## config.mk

```make
export PLATFORM = sky130hd
export DESIGN_NAME = xor_stream_decrypt
export DESIGN_NICKNAME = d
export VERILOG_FILES = /design/src/rtl/xor_cipher_defs.sv /design/src/rtl/xor_byte_fifo.sv /design/src/rtl/xor_stream_decrypt.sv
export SDC_FILE = /design/constraint.sdc
export NUM_CORES = 1
export LEC_CHECK = 0
export ABC_AREA = 0
export BUFFER_PORTS_ARGS = -buffer_cell sky130_fd_sc_hd__buf_4
export CAP_MARGIN = 20
export CORE_AREA = 3 3 116 85
export CTS_CLUSTER_DIAMETER = 60
export DETAILED_ROUTE_END_ITERATION = 7
export DIE_AREA = 0 0 119 88
export GPL_TIMING_DRIVEN = 0
export HOLD_SLACK_MARGIN = 0.12
export PLACE_DENSITY = 0.85
export RECOVER_POWER = 25
export SYNTH_ARGS = -nofsm -noshare
export SYNTH_HDL_FRONTEND = slang
export SYNTH_SLANG_ARGS = --single-unit
```

## constraint.sdc

```tcl
create_clock -name clk -period 3.6 [get_ports clk]
set_input_delay 0.54 -clock clk [delete_from_list [all_inputs] [get_ports clk]]
set_output_delay 0.54 -clock clk [all_outputs]
set_load 0.005 [all_outputs]
```

## src/rtl/xor_cipher_defs.sv

```systemverilog
// rtl/xor_cipher_defs.sv - shared XOR cipher link defaults and FSM state encodings
package xor_cipher_defs;

    localparam int KEY_SIZE_DEF = 32;
    localparam int MSG_SIZE_DEF = 512;
    localparam int BYTE_W       = 8;

    typedef enum logic [1:0] {
        ST_IDLE  = 2'd0,
        ST_ARMED = 2'd1,
        ST_RECV  = 2'd2
    } link_state_t;

endpackage

```

## src/rtl/xor_byte_fifo.sv

```systemverilog
// rtl/xor_byte_fifo.sv - small byte FIFO with same-cycle push/pop and drop flag
module xor_byte_fifo #(
    parameter int DEPTH = 4,
    parameter int WIDTH = 8
) (
    input  logic             clk,
    input  logic             rst_n,
    input  logic             ena,
    input  logic             push,
    input  logic [WIDTH-1:0] push_data,
    input  logic             pop,
    output logic [WIDTH-1:0] head,
    output logic             empty,
    output logic             drop
);

    localparam int AW = (DEPTH > 1) ? $clog2(DEPTH) : 1;

    logic [WIDTH-1:0] mem [DEPTH];
    logic [AW:0]      wr_ptr;
    logic [AW:0]      rd_ptr;
    logic             full;
    logic             do_push;
    logic             do_pop;

    // Extra pointer bit distinguishes full from empty when the indices match.
    assign empty   = (wr_ptr == rd_ptr);
    assign full    = (wr_ptr[AW-1:0] == rd_ptr[AW-1:0]) && (wr_ptr[AW] != rd_ptr[AW]);
    assign do_pop  = ena && pop && !empty;
    assign do_push = ena && push && (!full || do_pop);
    assign drop    = ena && push && !do_push;
    assign head    = mem[rd_ptr[AW-1:0]];

    always_ff @(posedge clk) begin
        if (do_push) begin
            mem[wr_ptr[AW-1:0]] <= push_data;
        end
    end

    always_ff @(posedge clk or negedge rst_n) begin
        if (!rst_n) begin
            wr_ptr <= '0;
            rd_ptr <= '0;
        end else begin
            if (do_push) begin
                wr_ptr <= wr_ptr + (AW+1)'(1);
            end
            if (do_pop) begin
                rd_ptr <= rd_ptr + (AW+1)'(1);
            end
        end
    end

endmodule

```

## src/rtl/xor_stream_decrypt.sv

```systemverilog
// rtl/xor_stream_decrypt.sv - serial XOR cipher receiver: key loader, framing FSM, byte packer
module xor_stream_decrypt
    import xor_cipher_defs::*;
#(
    parameter int KEY_SIZE   = KEY_SIZE_DEF,
    parameter int MSG_SIZE   = MSG_SIZE_DEF,
    parameter int FIFO_DEPTH = 4
) (
    input  logic                clk,
    input  logic                rst_n,
    input  logic                ena,
    input  logic                iKey_bit,
    input  logic                iKey_load,
    input  logic                iSer_data,
    input  logic                iSer_start,
    input  logic                iSer_end,
    output logic [BYTE_W-1:0]   oByte,
    output logic                oByte_valid,
    input  logic                iByte_ready,
    output logic                oKey_ready,
    output logic                oFrame_done,
    output logic                oFrame_err,
    output logic                oOverflow
);

    localparam int KIW = (KEY_SIZE > 1) ? $clog2(KEY_SIZE) : 1;
    localparam int KCW = $clog2(KEY_SIZE + 1);
    localparam int BW  = $clog2(MSG_SIZE) + 1;

    link_state_t        state;
    link_state_t        state_nxt;
    logic [KEY_SIZE-1:0] key;
    logic [KCW-1:0]     key_cnt;
    logic [KIW-1:0]     key_idx;
    logic [BW-1:0]      bit_cnt;
    logic [BYTE_W-1:0]  byte_sr;

    logic               key_wr;
    logic               accept;
    logic               restart;
    logic               shift;
    logic               close_ok;
    logic               set_err;
    logic               first_bit;
    logic [KIW-1:0]     cur_idx;
    logic               plain_bit;
    logic [BYTE_W-1:0]  packed_byte;
    logic               last_bit;
    logic               push;
    logic               fifo_empty;
    logic               fifo_drop;
    logic [BYTE_W-1:0]  fifo_head;

    assign first_bit   = accept || restart;
    assign cur_idx     = first_bit ? '0 : key_idx;
    assign plain_bit   = iSer_data ^ key[cur_idx];
    assign packed_byte = {plain_bit, byte_sr[BYTE_W-1:1]};
    assign last_bit    = (bit_cnt == BW'(MSG_SIZE - 1));
    assign push        = shift && (bit_cnt[2:0] == 3'd7);

    always_ff @(posedge clk or negedge rst_n) begin
        if (!rst_n) begin
            state <= ST_IDLE;
        end else begin
            state <= state_nxt;
        end
    end

    always_comb begin
        state_nxt = state;
        key_wr    = 1'b0;
        accept    = 1'b0;
        restart   = 1'b0;
        shift     = 1'b0;
        close_ok  = 1'b0;
        set_err   = 1'b0;
        if (ena) begin
            unique case (state)
                ST_IDLE: begin
                    set_err = iSer_start;
                    if (iKey_load) begin
                        key_wr = 1'b1;
                    end else if (oKey_ready) begin
                        state_nxt = ST_ARMED;
                    end
                end
                ST_ARMED: begin
                    // A start wins over a simultaneous key reload so the key stays stable for the frame.
                    if (iSer_start) begin
                        accept    = 1'b1;
                        state_nxt = ST_RECV;
                    end else if (iKey_load) begin
                        key_wr    = 1'b1;
                        state_nxt = ST_IDLE;
                    end
                end
                ST_RECV: begin
                    if (iSer_start) begin
                        restart = 1'b1;
                        set_err = 1'b1;
                    end else if (last_bit) begin
                        shift     = 1'b1;
                        close_ok  = iSer_end;
                        set_err   = !iSer_end;
                        state_nxt = ST_ARMED;
                    end else if (iSer_end) begin
                        set_err   = 1'b1;
                        state_nxt = ST_ARMED;
                    end else begin
                        shift = 1'b1;
                    end
                end
                default: state_nxt = ST_IDLE;
            endcase
        end
    end

    always_ff @(posedge clk or negedge rst_n) begin
        if (!rst_n) begin
            key         <= '0;
            key_cnt     <= '0;
            oKey_ready  <= 1'b0;
            key_idx     <= '0;
            bit_cnt     <= '0;
            byte_sr     <= '0;
            oFrame_done <= 1'b0;
            oFrame_err  <= 1'b0;
            oOverflow   <= 1'b0;
        end else begin
            if (key_wr) begin
                // A load after a complete key starts a fresh key at bit 0.
                if (oKey_ready) begin
                    key[0]     <= iKey_bit;
                    key_cnt    <= KCW'(1);
                    oKey_ready <= (KEY_SIZE == 1);
                end else begin
                    key[key_cnt[KIW-1:0]] <= iKey_bit;
                    key_cnt               <= key_cnt + KCW'(1);
                    if (key_cnt == KCW'(KEY_SIZE - 1)) begin
                        oKey_ready <= 1'b1;
                    end
                end
            end
            if (first_bit || shift) begin
                byte_sr <= packed_byte;
                bit_cnt <= first_bit ? BW'(1) : bit_cnt + BW'(1);
                key_idx <= (cur_idx == KIW'(KEY_SIZE - 1)) ? '0 : cur_idx + KIW'(1);
            end
            if (ena) begin
                oFrame_done <= close_ok;
            end
            if (accept) begin
                oFrame_err <= 1'b0;
            end else if (set_err) begin
                oFrame_err <= 1'b1;
            end
            if (fifo_drop) begin
                oOverflow <= 1'b1;
            end
        end
    end

    xor_byte_fifo #(
        .DEPTH (FIFO_DEPTH),
        .WIDTH (BYTE_W)
    ) u_fifo (
        .clk       (clk),
        .rst_n     (rst_n),
        .ena       (ena),
        .push      (push),
        .push_data (packed_byte),
        .pop       (iByte_ready),
        .head      (fifo_head),
        .empty     (fifo_empty),
        .drop      (fifo_drop)
    );

    assign oByte_valid = !fifo_empty;
    assign oByte       = fifo_empty ? '0 : fifo_head;

endmodule

```

== After elaboration in Yosys (flattened, before gate mapping) ==
Memory sizes are Yosys's and may differ from the RTL's.
Index checks and enable logic that the tools add are counted.

* Flip-flop bits (word level): 73
* Latch bits: 0
* RAM bits: 32
* ROM bits: 0
* Bits of input ports: 9
* Output and inout bits: 13
* Word-level logic and storage cells: 104
* Memories kept: 1

{| class="wikitable"
|+ Memories
! memory !! depth !! width !! rd ports !! clocked after Yosys merged registers in !! write ports !! RTL line !! source
|-
| u_fifo.mem || 4 || 8 || 1 || 0 || 1 || xor_byte_fifo.sv:19 || <nowiki>logic [WIDTH-1:0] mem [DEPTH];</nowiki>
|}

* $add $sub $neg: 5
* Multiply operators: 0
* Divide/modulo/power cells: 0
* $lt $le $gt $ge: 3
* Equality and inequality tests: 14
* Shift-type cells: 0
* Multiplexer cells: 47
* Bitwise gates (word level): 2
* Reductions and logical operators: 19

{| class="wikitable"
|+ Operator list
! operator !! number
|-
| 32-bit bitwise mux || 1
|-
| 1-bit two-way mux || 29
|-
| 2-bit two-way mux || 7
|-
| 5-bit by 6-bit < comparator with 1-bit output (second input constant) || 2
|-
| 10-bit by 1-bit adder with 10-bit output (second input constant) || 1
|-
| 10-bit by 9-bit == test with 1-bit output (second input constant) || 1
|-
| 10-bit two-way mux || 1
|-
| 5-bit two-way mux || 2
|-
| 1-bit logical AND || 8
|-
| 8-bit two-way mux || 1
|-
| 3-bit by 1-bit adder with 3-bit output (second input constant) || 2
|-
| 6-bit by 1-bit adder with 6-bit output (second input constant) || 1
|-
| 6-bit by 5-bit == test with 1-bit output (second input constant) || 1
|-
| 6-bit two-way mux || 1
|-
| 2-bit inequality test (second input constant) || 3
|-
| 3-bit inequality test (second input constant) || 2
|-
| 2-bit case mux with 3 select lines || 1
|-
| 6-bit AND reduction || 1
|-
| 5-bit by 1-bit adder with 5-bit output (second input constant) || 1
|-
| 1-bit binary-select mux with 5-bit select || 1
|-
| 1-bit demux with 5-bit select || 1
|-
| 5-bit == test (second input constant) || 1
|-
| 5-bit by 1-bit >= comparator with 1-bit output (second input constant) || 1
|-
| 1-bit zero test || 4
|-
| 13 further kinds || 16
|}

== Longest topological paths before layout ==
Gate-level depths: netlist (run 1).

* Depth after elaboration: 10
* Gate-level depth with buffers: 10
* Mapped depth without buffers: 10

== Modules after synthesis ==
Synthesis (run 1) repeated with hierarchy kept, for this count alone.

* Cell total of the unflattened synthesis: 440
* Area, all modules: 5,267.6 µm²

{| class="wikitable"
|+ By module, submodules not included
! module !! instances !! cells an instance !! area each (µm²) !! seq. area each (µm²)
|-
| xor_stream_decrypt || 1 || 356 || 3,621.0 || 1,651.6
|-
| xor_byte_fifo || 1 || 84 || 1,646.6 || 1,111.1
|}

== Least setup slack after synthesis (run 1) ==
OpenSTA, ideal clock, no wires.

* Path type: reg2reg
* Start: register bit_cnt[0]
* End: memory u_fifo.mem[3][0] (enable)
* Library setup time: 339 ps
* Arrival time: 2,378 ps
* Required time: 3,261 ps
* Slack: 882 ps
* Stages on the path, launching flop included: 9
* Buffers on the path: 0
* Period minus slack after synthesis: 2,718 ps
* Path through: dfrtp_1 > ha_1 > nand4_1 > or3_1 > ha_1 > nor3_2 > nand2_1 > nor2b_1 > and2_1

* Cells in the longest elaborated chain, start to end: 10
* Elaborated cells on any way between the ends: 11
* Classes of those cells: eq/ne: 2; mux: 6; reduce/logical: 3

{| class="wikitable"
|+ Ends and longest elaborated chain
! element !! RTL line !! source
|-
| start, declared || xor_stream_decrypt.sv:35 || <nowiki>logic [BW-1:0] bit_cnt;</nowiki>
|-
| start signal, assigned || xor_stream_decrypt.sv:146 || <nowiki>bit_cnt <= first_bit ? BW'(1) : bit_cnt + BW'(1);</nowiki>
|-
| 10-bit by 9-bit == test with 1-bit output || xor_stream_decrypt.sv:58 || <nowiki>assign last_bit = (bit_cnt == BW'(MSG_SIZE - 1));</nowiki>
|-
| 1-bit two-way mux || xor_stream_decrypt.sv:101 || <nowiki>end else if (last_bit) begin</nowiki>
|-
| 1-bit two-way mux || xor_stream_decrypt.sv:98 || <nowiki>if (iSer_start) begin</nowiki>
|-
| 1-bit two-way mux || xor_stream_decrypt.sv:78 || <nowiki>unique case (state)</nowiki>
|-
| 1-bit two-way mux || xor_stream_decrypt.sv:77 || <nowiki>if (ena) begin</nowiki>
|-
| 1-bit logical AND * || xor_stream_decrypt.sv:59 || <nowiki>assign push = shift && (bit_cnt[2:0] == 3'd7);</nowiki>
|-
| 1-bit logical AND * (2 in series) || xor_byte_fifo.sv:30 || <nowiki>assign do_push = ena && push && (!full || do_pop);</nowiki>
|-
| 1-bit two-way mux * || xor_byte_fifo.sv:35 || <nowiki>if (do_push) begin</nowiki>
|-
| 1-bit two-way mux (not written as such) * || xor_byte_fifo.sv:36 || <nowiki>mem[wr_ptr[AW-1:0]] <= push_data;</nowiki>
|-
| end, declared || xor_byte_fifo.sv:19 ||
|}

Every way passes the cells marked *; elsewhere a longest branch is shown, timed or not.

== Final worst setup path (run 1) ==
* Start: register bit_cnt[0]
* End: memory u_fifo.mem[3][7] (enable)

Same word-level chain as after synthesis.

==> impl_metrics.toml, run 1 <==
[worst_hold_path]
hold_path_end = "key[12]$_DFFE_PN0P_"
min_path_cells = 2
hold_path.startpoint = "iKey_bit"
hold_path_class = "in2reg"

[global_route]
track_usage = 0.2142
overflow = 0
grt_max_degree = 73
grt_pass1_vias = 3579
antenna_found_initial = 0
grt_pass1_wl_um = 17650

[place]
place.gp.congestion = 0.8880
hpwl_um = 7200
place_inst = 597
place_ws_ns = 0.3469
port_buffers = 21

[layout]
layout_commonest_cell = "dfrtp_1"
instances_no_fill = 614
fin_nets = 510
mostFrequentLayoutCells = "dfrtp_1, nand2_1, nor2_1"
final_layout_size_suffix_gt1_frac = 0.1959
antenna_cells = 0
area_growth_pct = 11.66
finish.utilization = 0.6562

[detailed_routing]
drt_drc_violations_left = 0
post_drt_wl_per_cell_um = 16.84
vias_per_cell = 5.739
vias = 3524
wl_um = 10340
dr.pass1.iters = 5
first_iter_violations = 433
antenna_left = 0

[worst_setup_path]
arrival_ns = 3.25
r2r_slack_ns = 0.34
worstReg2RegStart = "bit_cnt[0]$_DFFE_PN0P_"
required_ns = 3.59
end_kind = "flip-flop"
timing.rr.end = "u_fifo.mem[3][7]$_DFFE_PP_"
path_class = "reg2reg"
r2r_cells = 8
cp-start-kind = "flip-flop"
crit_fanout = 9

[clock_tree]
postCtsHoldBufs = 0
cts_root_buffer = "clkbuf_16"
cts_resized = 0
cts_num_sinks = 104
post-cts-setup-buffer-count = 0
clock_path_buffers = 2
cts_tree = "yes"
clock_latency_ns = 0.35
clkTransAtPathRegs_ns = 0.07
h-tree-depth = 3
cts_made_buffers = 9

[floorplan]
io-pin-count = 22
die_x_um = 119
core-area_sq_um = 8890
die_area_sq_um = 10470
fp.dieH_um = 88
start_util = 0.5876
fp-row-count = 29

[power_and_ir_drop]
vdd_drop_max_mv = 0.3503
powerDensity_nw_per_um2 = 633.2
p_leak_uw = 0.002486

[synth]
synth-edff-count = 32
synthFlopType = "dfrtp_1"
yosys.area.top_type = "dfrtp_1"
yosysSeqAreaShare = 0.5289
synthArstFlopShare = 0.6923
syn_inst = 452
synth_top_area_share = 0.3449
yosysUniqueCellTypes = 56
synth_warnings = 0
netlist_top_cells_area = "dfrtp_1, edfxtp_1, mux2_2"
syn_nets = 477
synth_seq_cells = 104
synth_area_sq_um = 5224
postSynthAreaPerCell_sq_um = 11.56

[run_status]
outcome = "finished with violations"
violations = "max-capacitance violations, max-slew violations"

[timing]
drv_slew = 73
fin_crit_sh = 0.9047
finalHoldViolCount = 0
slew_headroom = -0.1959
layout_min_cycle_time_ns = 3.257
max_freq_mhz = 307.1
hold_ws_ns = 0.4858
finalSetupViolCount = 0
skew_ns = 0.008270
setup_ws_ns = 0.3432
worst_slew_pin_slew_ns = 1.794
rsz0062_at_grt = "false"
tns_ns = 0

[run]
drv_cap = 1
[area by class of cell]
type / count / area [sq um]
Tap cell: 124 / 155.1
Buffer: 22 / 115.1
Clock buffer: 10 / 229.0
Clock inverter: 6 / 62.56
Sequential cell: 104 / 2763
Fill cell: 656 / 3057
Multi-Input combinational cell: 316 / 2308
Timing Repair Buffer: 22 / 162.7
Inverter: 10 / 37.54
[registers in the layout, summed over array words and instances, names as in the netlist]
| name | flops |
|---|---|
| bit_cnt | 10 |
| oFrame_err | 1 |
| u_fifo.rd_ptr | 3 |
| oFrame_done | 1 |
| key | 32 |
| oKey_ready | 1 |
| u_fifo.wr_ptr | 3 |
| key_idx | 5 |
| byte_sr | 7 |
| state | 2 |
| key_cnt | 6 |
| oOverflow | 1 |
| u_fifo.mem | 32 |
[logic make-up after synthesis]
family / Yosys count / share of synthesized area
multiplexers: 62 / 0.1487
XOR/XNOR: 19 / 0.03689
buffers and inverters: 32 / 0.02922
flip-flops: 104 / 0.5289
AND/OR/NAND/NOR: 162 / 0.1528
adder cells (fa/ha/maj): 16 / 0.03832
AO/OA/AOI/OAI: 57 / 0.06515
[synth_stat cells, types with 2 or more instances]
cell and n:
nand2b_1 3, mux2i_1 12, a21oi_1 22, inv_1 10, or2_2 2, nor3b_1 5
nand2_1 47, o2111ai_1 2, nand3b_1 4, nor2b_1 12, o22ai_1 2, nor2_1 41
clkbuf_1 13, dfrtp_1 72, buf_2 4, mux4_2 8, edfxtp_1 32, and2_1 10
xor2_1 10, nor3_1 5, buf_6 3, o21ai_0 18, ha_1 16, nand4_1 5
a22oi_1 2, mux2_2 31, nand3_1 14, and3_1 2, nor4_1 2, mux2_1 10
or3_1 2, xnor2_1 7
[worst max-delay path: stages, from the launching register on]
cell	delay, ns
dfrtp_1	0.39
ha_1	0.23
nand4_1	0.15
or3_1	0.39
ha_1	0.22
nor3_2	0.52
nand2_1	0.15
nor2b_1	0.35
and2_1	0.50
[worst max path at each step]
stage | from | cells after the start | slack [ns] | endpoint
floorplan | bit_cnt[0]$_DFFE_PN0P_ | 8 | 0.88 | u_fifo.mem[3][0]$_DFFE_PP_
global placement | bit_cnt[0]$_DFFE_PN0P_ | 8 | 0.40 | u_fifo.mem[3][1]$_DFFE_PP_
detailed placement | bit_cnt[0]$_DFFE_PN0P_ | 8 | 0.35 | u_fifo.mem[3][7]$_DFFE_PP_
CTS | bit_cnt[0]$_DFFE_PN0P_ | 8 | 0.32 | u_fifo.mem[3][7]$_DFFE_PP_
global route | bit_cnt[0]$_DFFE_PN0P_ | 8 | 0.02 | u_fifo.mem[3][7]$_DFFE_PP_
finish | bit_cnt[0]$_DFFE_PN0P_ | 8 | 0.34 | u_fifo.mem[3][7]$_DFFE_PP_
[layer usage]
layer | share of wire | track usage | up-vias | wire [um]
li1 | - | - | 1671 | -
met1 | 0.46 | 0.3101 | 1719 | 4768
met2 | 0.46 | 0.3296 | 123 | 4758
met3 | 0.068 | 0.04713 | 11 | 707
met4 | 0.010 | 0.06309 | 0 | 106
met5 | 0 | 0 | - | 0
[per-stage QoR]
| step | power (uW) | instance area [sq um] |
|---|---|---|
| final | 3693 | 5833 |
| after global routing | 3901 | 5833 |
| after CTS | 3694 | 5828 |
| after detailed placement | 2742 | 5537 |
| after global placement | 2689 | 5537 |
| after floorplan | 2393 | 5224 |
[power by group]
| part | switching, uW | internal, uW |
|---|---|---|
| Sequential | 143 | 1410 |
| Combinational | 651 | 537 |
| Clock | 459 | 489 |
| Total | 1250 | 2440 |
No activity file was read; power rests on OpenSTA's default activity.
==> run 2, diff against run 1 <==
==> constraint.sdc (replaced) <==
create_clock -name clk -period 3.55 [get_ports clk]
set_input_delay 0.5325 -clock clk [delete_from_list [all_inputs] [get_ports clk]]
set_output_delay 0.5325 -clock clk [all_outputs]
set_load 0.005 [all_outputs]
==> run 2 against run 1 <==
The run still ends with max-capacitance violations, max-slew violations left. Register-to-register slack about the same. Worst setup slack better by 0.012 ns. Sequential power barely moved. Routed wire length increased by 0.53%. First-iteration DRC count fell by 6.9%. Combinational power about the same.
==> impl_metrics.toml, run 2 (synthesis results as in run 1) <==
[worst_setup_path]
crit_family = "simple AND/OR/NAND/NOR gates"
arrival_ns = 3.20
critical-path-slowest-cell = "nor3_2"
cp_common_cell = "ha_1"
required_ns = 3.55
crit_fanout = 9
cp-start-kind = "flip-flop"
path_class = "reg2reg"
worstReg2RegStart = "bit_cnt[0]$_DFFE_PN0P_"
end_kind = "flip-flop"
r2r_cells = 8
crit_chain = "ha_1 -> nand4_1 -> or3_1 -> ha_1 -> nor3_2 -> nand2_1 -> nor2b_1 -> and2_1"
cp.buffers_inverters = 0
r2r_slack_ns = 0.36
critPathMaxStageDelay_ns = 0.51
timing.rr.end = "u_fifo.mem[0][7]$_DFFE_PP_"

[timing]
skew_ns = 0.008871
rsz0062_at_grt = "false"
max_freq_mhz = 313.0
finalHoldViolCount = 0
worst_slew_pin_slew_ns = 1.821
finalSetupViolCount = 0
layout_min_cycle_time_ns = 3.195
slew_headroom = -0.2142
fin_crit_sh = 0.8999
tns_ns = 0
drv_slew = 73

[detailed_routing]
post_drt_wl_per_cell_um = 16.93
dr.pass1.iters = 5
vias = 3507
wl_um = 10390
drt_drc_violations_left = 0
first_iter_violations = 403
antenna_left = 0
vias_per_cell = 5.712

[clock_tree]
clock_path_buffers = 2
clkTransAtPathRegs_ns = 0.07
cts_made_buffers = 9
h-tree-depth = 3
cts_tree = "yes"
cts_root_buffer = "clkbuf_16"
clock_latency_ns = 0.35
cts_num_sinks = 104

[power_and_ir_drop]
vdd_drop_max_mv = 0.3554
pwr-share-clk = 0.257
p_switching_uw = 1275
power_frac_seq = 0.421
powerDensity_nw_per_um2 = 642.8
intPower_uw = 2475
pwr-share-comb = 0.322
p_sw_frac = 0.3400
p_leak_uw = 0.002487

[worst_hold_path]
min_path_cells = 2
hold_path_end = "key[12]$_DFFE_PN0P_"
hold_path.startpoint = "iKey_bit"
hold_path_class = "in2reg"

[layout]
fillers = 658
finish.utilization = 0.6563
final_layout_size_suffix_gt1_frac = 0.1980
area_growth_pct = 11.69
antenna_cells = 0
fin_nets = 510
mostFrequentLayoutCells = "dfrtp_1, nand2_1, nor2_1"
layout_commonest_cell = "dfrtp_1"

[global_route]
grt_max_degree = 73
grt_pass1_vias = 3579
overflow = 0
grt_pass1_wl_um = 17650
antenna_found_initial = 0
track_usage = 0.2142

[place]
place.gp.congestion = 0.8880
hpwl_um = 7200
port_buffers = 21

[floorplan]
fp.dieH_um = 88
die_x_um = 119
die_area_sq_um = 10470
core-area_sq_um = 8890
start_util = 0.5876
fp-row-count = 29
io-pin-count = 22

[run]
drv_cap = 1

[run_status]
outcome = "finished with violations"
violations = "max-capacitance violations, max-slew violations"
==> run 2: cell types whose count changed in the layout (fill, tap and decap cells not counted) <==
cell    delta
and2_1     -1
and2_2     +1
==> run 2: worst max-delay path by stage <==
stage                                      start                         end  depth (start not counted)
after CTS                 bit_cnt[0]$_DFFE_PN0P_  u_fifo.mem[3][7]$_DFFE_PP_                          8
after detailed placement  bit_cnt[0]$_DFFE_PN0P_  u_fifo.mem[3][7]$_DFFE_PP_                          8
after global placement    bit_cnt[0]$_DFFE_PN0P_  u_fifo.mem[3][1]$_DFFE_PP_                          8
after floorplan           bit_cnt[0]$_DFFE_PN0P_  u_fifo.mem[3][0]$_DFFE_PP_                          8
after global routing      bit_cnt[0]$_DFFE_PN0P_  u_fifo.mem[1][6]$_DFFE_PP_                          8
final                     bit_cnt[0]$_DFFE_PN0P_  u_fifo.mem[0][7]$_DFFE_PP_                          8
==> run 2: routing by layer <==
metal / routed length [um] / track usage / up-vias
met4: 93 / 0.06309 / 0
met3: 624 / 0.04713 / 7
met5: 0 / 0 / -
li1: - / - / 1669
met1: 4889 / 0.3101 / 1710
met2: 4786 / 0.3296 / 121
==> run 2: what timing repair did <==
action / CTS / global route
setup endpoints to repair: 0 / 8
gates resized for setup: 0 / 1
setup buffers: 0 / 0
hold buffers: 0 / 0
==> run 2: through the flow <==
stage               instances  instance area (sq um)  setup WS, ns  total power (uW)  hold slack [ns]
finish                    614                   5834        0.3554              3750           0.4748
global placement          597                   5537        0.3505              2727           0.4733
CTS                       613                   5828        0.2693              3746           0.3527
floorplan                 452                   5224        0.8324              2427           0.2369
global route              614                   5834       0.02556              3956           0.4807
detailed placement        597                   5537        0.2969              2781           0.4767
==> run 2: layout make-up <==
cell class	instances	area [sq um]	share of cell area
multi-input cells	316	2310	0.3959
inverters	10	37.54	0.006434
plain buffers	22	115.1	0.01973
clock buffers	10	229.0	0.03925
well taps	124	155.1	0.02659
flip-flops and latches	104	2763	0.4735
repair buffers	22	162.7	0.02788
clock inverters	6	62.56	0.01072
==> run 2: power groups by stage <==
stage | clock network [uW] | logic (uW) | registers (uW)
6_report | 964 | 1210 | 1580
5_1_grt | 1020 | 1330 | 1600
2_1_floorplan | 0 | 869 | 1560
3_3_place_gp | 0 | 1140 | 1580
3_5_place_dp | 0 | 1180 | 1600
4_1_cts | 978 | 1190 | 1580
==> run 3, diff against run 2 <==
--- a/config.mk
+++ b/config.mk
@@ -8,13 +8,13 @@
 export ABC_AREA = 0
 export BUFFER_PORTS_ARGS = -buffer_cell sky130_fd_sc_hd__buf_4
 export CAP_MARGIN = 20
-export CORE_AREA = 3 3 116 85
+export CORE_AREA = 3 3 151 109
 export CTS_CLUSTER_DIAMETER = 60
 export DETAILED_ROUTE_END_ITERATION = 7
-export DIE_AREA = 0 0 119 88
+export DIE_AREA = 0 0 154 112
 export GPL_TIMING_DRIVEN = 0
 export HOLD_SLACK_MARGIN = 0.12
-export PLACE_DENSITY = 0.85
+export PLACE_DENSITY = 0.58
 export RECOVER_POWER = 25
 export SYNTH_ARGS = -nofsm -noshare
 export SYNTH_HDL_FRONTEND = slang
==> run 3 against run 2 <==
The run still ends with max-capacitance violations, max-slew violations left. Flip-flop and latch count stayed put. First-iteration DRC count fell by 54%. Hold slack improved by 0.0099 ns. Critical endpoint is now u_fifo.mem[1][6]$_DFFE_PP_. Cell count is 12% higher. Clock power up 2.3%. Routed wire length up 6.7%. Core utilization fell by 27 points. Critical path depth is the same.
==> impl_metrics.toml, run 3 (synthesis results as in run 1) <==
[power_and_ir_drop]
pwr-share-clk = 0.262
pwr-share-comb = 0.319
p_switching_uw = 1289
intPower_uw = 2478
vdd_drop_max_mv = 0.3316
p_leak_uw = 0.002491
powerDensity_nw_per_um2 = 632.8
power_frac_seq = 0.419
p_sw_frac = 0.3423

[clock_tree]
cts_root_buffer = "clkbuf_16"
cts_made_buffers = 9
h-tree-depth = 3
cts_num_sinks = 104
clock_latency_ns = 0.34
clock_path_buffers = 2
postCtsHoldBufs = 0
cts_tree = "yes"
clkTransAtPathRegs_ns = 0.08

[timing]
worst_slew_pin_slew_ns = 1.873
max_freq_mhz = 307.3
hold_ws_ns = 0.4847
fin_crit_sh = 0.9168
drv_slew = 73
finalSetupViolCount = 0
skew_ns = 0.009404
slew_headroom = -0.2485
layout_min_cycle_time_ns = 3.255
finalHoldViolCount = 0
rsz0062_at_grt = "false"
tns_ns = 0

[layout]
final_layout_size_suffix_gt1_frac = 0.2000
fin_area_sq_um = 5953
fin_nets = 510
area_growth_pct = 13.96
antenna_cells = 0
layout_commonest_cell = "dfrtp_1"
mostFrequentLayoutCells = "dfrtp_1, nand2_1, nor2_1"

[global_route]
grt_pass1_vias = 3551
antenna_found_initial = 0
grt_max_degree = 73
overflow = 0
grt_pass1_wl_um = 18480
track_usage = 0.1327

[detailed_routing]
wl_um = 11090
post_drt_wl_per_cell_um = 16.07
first_iter_violations = 187
vias_per_cell = 5.135
vias = 3543
drt_drc_violations_left = 0
antenna_left = 0
dr.pass1.iters = 6

[worst_setup_path]
crit_fanout = 9
worstReg2RegStart = "bit_cnt[0]$_DFFE_PN0P_"
path_class = "reg2reg"
cp-start-kind = "flip-flop"
r2r_cells = 8
end_kind = "flip-flop"
arrival_ns = 3.25
r2r_slack_ns = 0.30
timing.rr.end = "u_fifo.mem[1][6]$_DFFE_PP_"
required_ns = 3.54

[place]
place_area_sq_um = 5632
hpwl_um = 7899
place.gp.congestion = 0.8752
port_buffers = 21

[floorplan]
die_area_sq_um = 17250
fp-row-count = 38
fp.dieH_um = 112
core-area_sq_um = 15260
start_util = 0.3423
io-pin-count = 22
die_x_um = 154

[run]
drv_cap = 1

[worst_hold_path]
hold_path.startpoint = "iKey_bit"
hold_path_class = "in2reg"
min_path_cells = 2
hold_path_end = "key[13]$_DFFE_PN0P_"

[run_status]
violations = "max-capacitance violations, max-slew violations"
outcome = "finished with violations"
==> run 3: cell count changes in the layout (fill, tap and decap cells not counted), sizes merged <==
cell,change
clkbuf,-1
clkinvlp,+1
clkinv,+4
inv,-4
==> run 3: worst max-delay path by stage <==
stage                           startpoint                         end
floorplan           bit_cnt[0]$_DFFE_PN0P_  u_fifo.mem[3][0]$_DFFE_PP_
CTS                 bit_cnt[0]$_DFFE_PN0P_  u_fifo.mem[3][1]$_DFFE_PP_
global route        bit_cnt[0]$_DFFE_PN0P_  u_fifo.mem[0][0]$_DFFE_PP_
global placement    bit_cnt[0]$_DFFE_PN0P_  u_fifo.mem[3][2]$_DFFE_PP_
detailed placement  bit_cnt[0]$_DFFE_PN0P_  u_fifo.mem[3][0]$_DFFE_PP_
finish              bit_cnt[0]$_DFFE_PN0P_  u_fifo.mem[1][6]$_DFFE_PP_
==> run 3: repair_timing <==
action / CTS / global route
setup endpoints to repair: 0 / 8
gates resized for setup: 0 / 1
buffers inserted: 0 / 0
==> run 3: layout make-up <==
cell class / count / area, sq um
plain buffers: 22 / 115.1
clock inverters: 7 / 90.09
inverters: 10 / 37.54
multi-input cells: 316 / 2310
flip-flops and latches: 104 / 2763
clock buffers: 9 / 225.2
repair buffers: 22 / 162.7
fillers: 1463 / 9309
well taps: 200 / 250.2
==> run 3: routing by layer <==
layer | part of all wire | wire, um | GRT usage | vias up
met4 | 0.013 | 146 | 0.02882 | 0
met2 | 0.45 | 4995 | 0.2009 | 79
met5 | 0 | 0 | 0 | -
met3 | 0.049 | 541 | 0.03458 | 14
li1 | - | - | - | 1665
met1 | 0.49 | 5407 | 0.1928 | 1785
==> run 3: through the flow <==
step | total power, uW | utilization | worst slack [ns] | std cells
floorplan | 2427 | - | 0.8324 | 452
global placement | 2767 | 0.3690 | 0.2241 | 673
detailed placement | 2802 | 0.3690 | 0.1921 | 673
CTS | 3805 | 0.3897 | 0.2024 | 689
global route | 4023 | 0.3901 | 0.008990 | 690
finish | 3767 | 0.3901 | 0.2955 | 690
==> run 3: worst max-delay path, cell delays in order, from the launching register on <==
cell and delay [ns]:
dfrtp_1 0.38, ha_1 0.21, nand4_1 0.14, or3_1 0.39, ha_1 0.23, nor3_2 0.54, nand2_1 0.15, nor2b_1 0.37
and2_1 0.49
==> run 3: power groups by stage <==
| stage | clock network (uW) | logic [uW] | registers [uW] |
|---|---|---|---|
| after floorplan | 0 | 869 | 1560 |
| after global placement | 0 | 1180 | 1590 |
| after detailed placement | 0 | 1200 | 1600 |
| final | 986 | 1200 | 1580 |
| after CTS | 1030 | 1200 | 1580 |
| after global routing | 1070 | 1340 | 1610 |
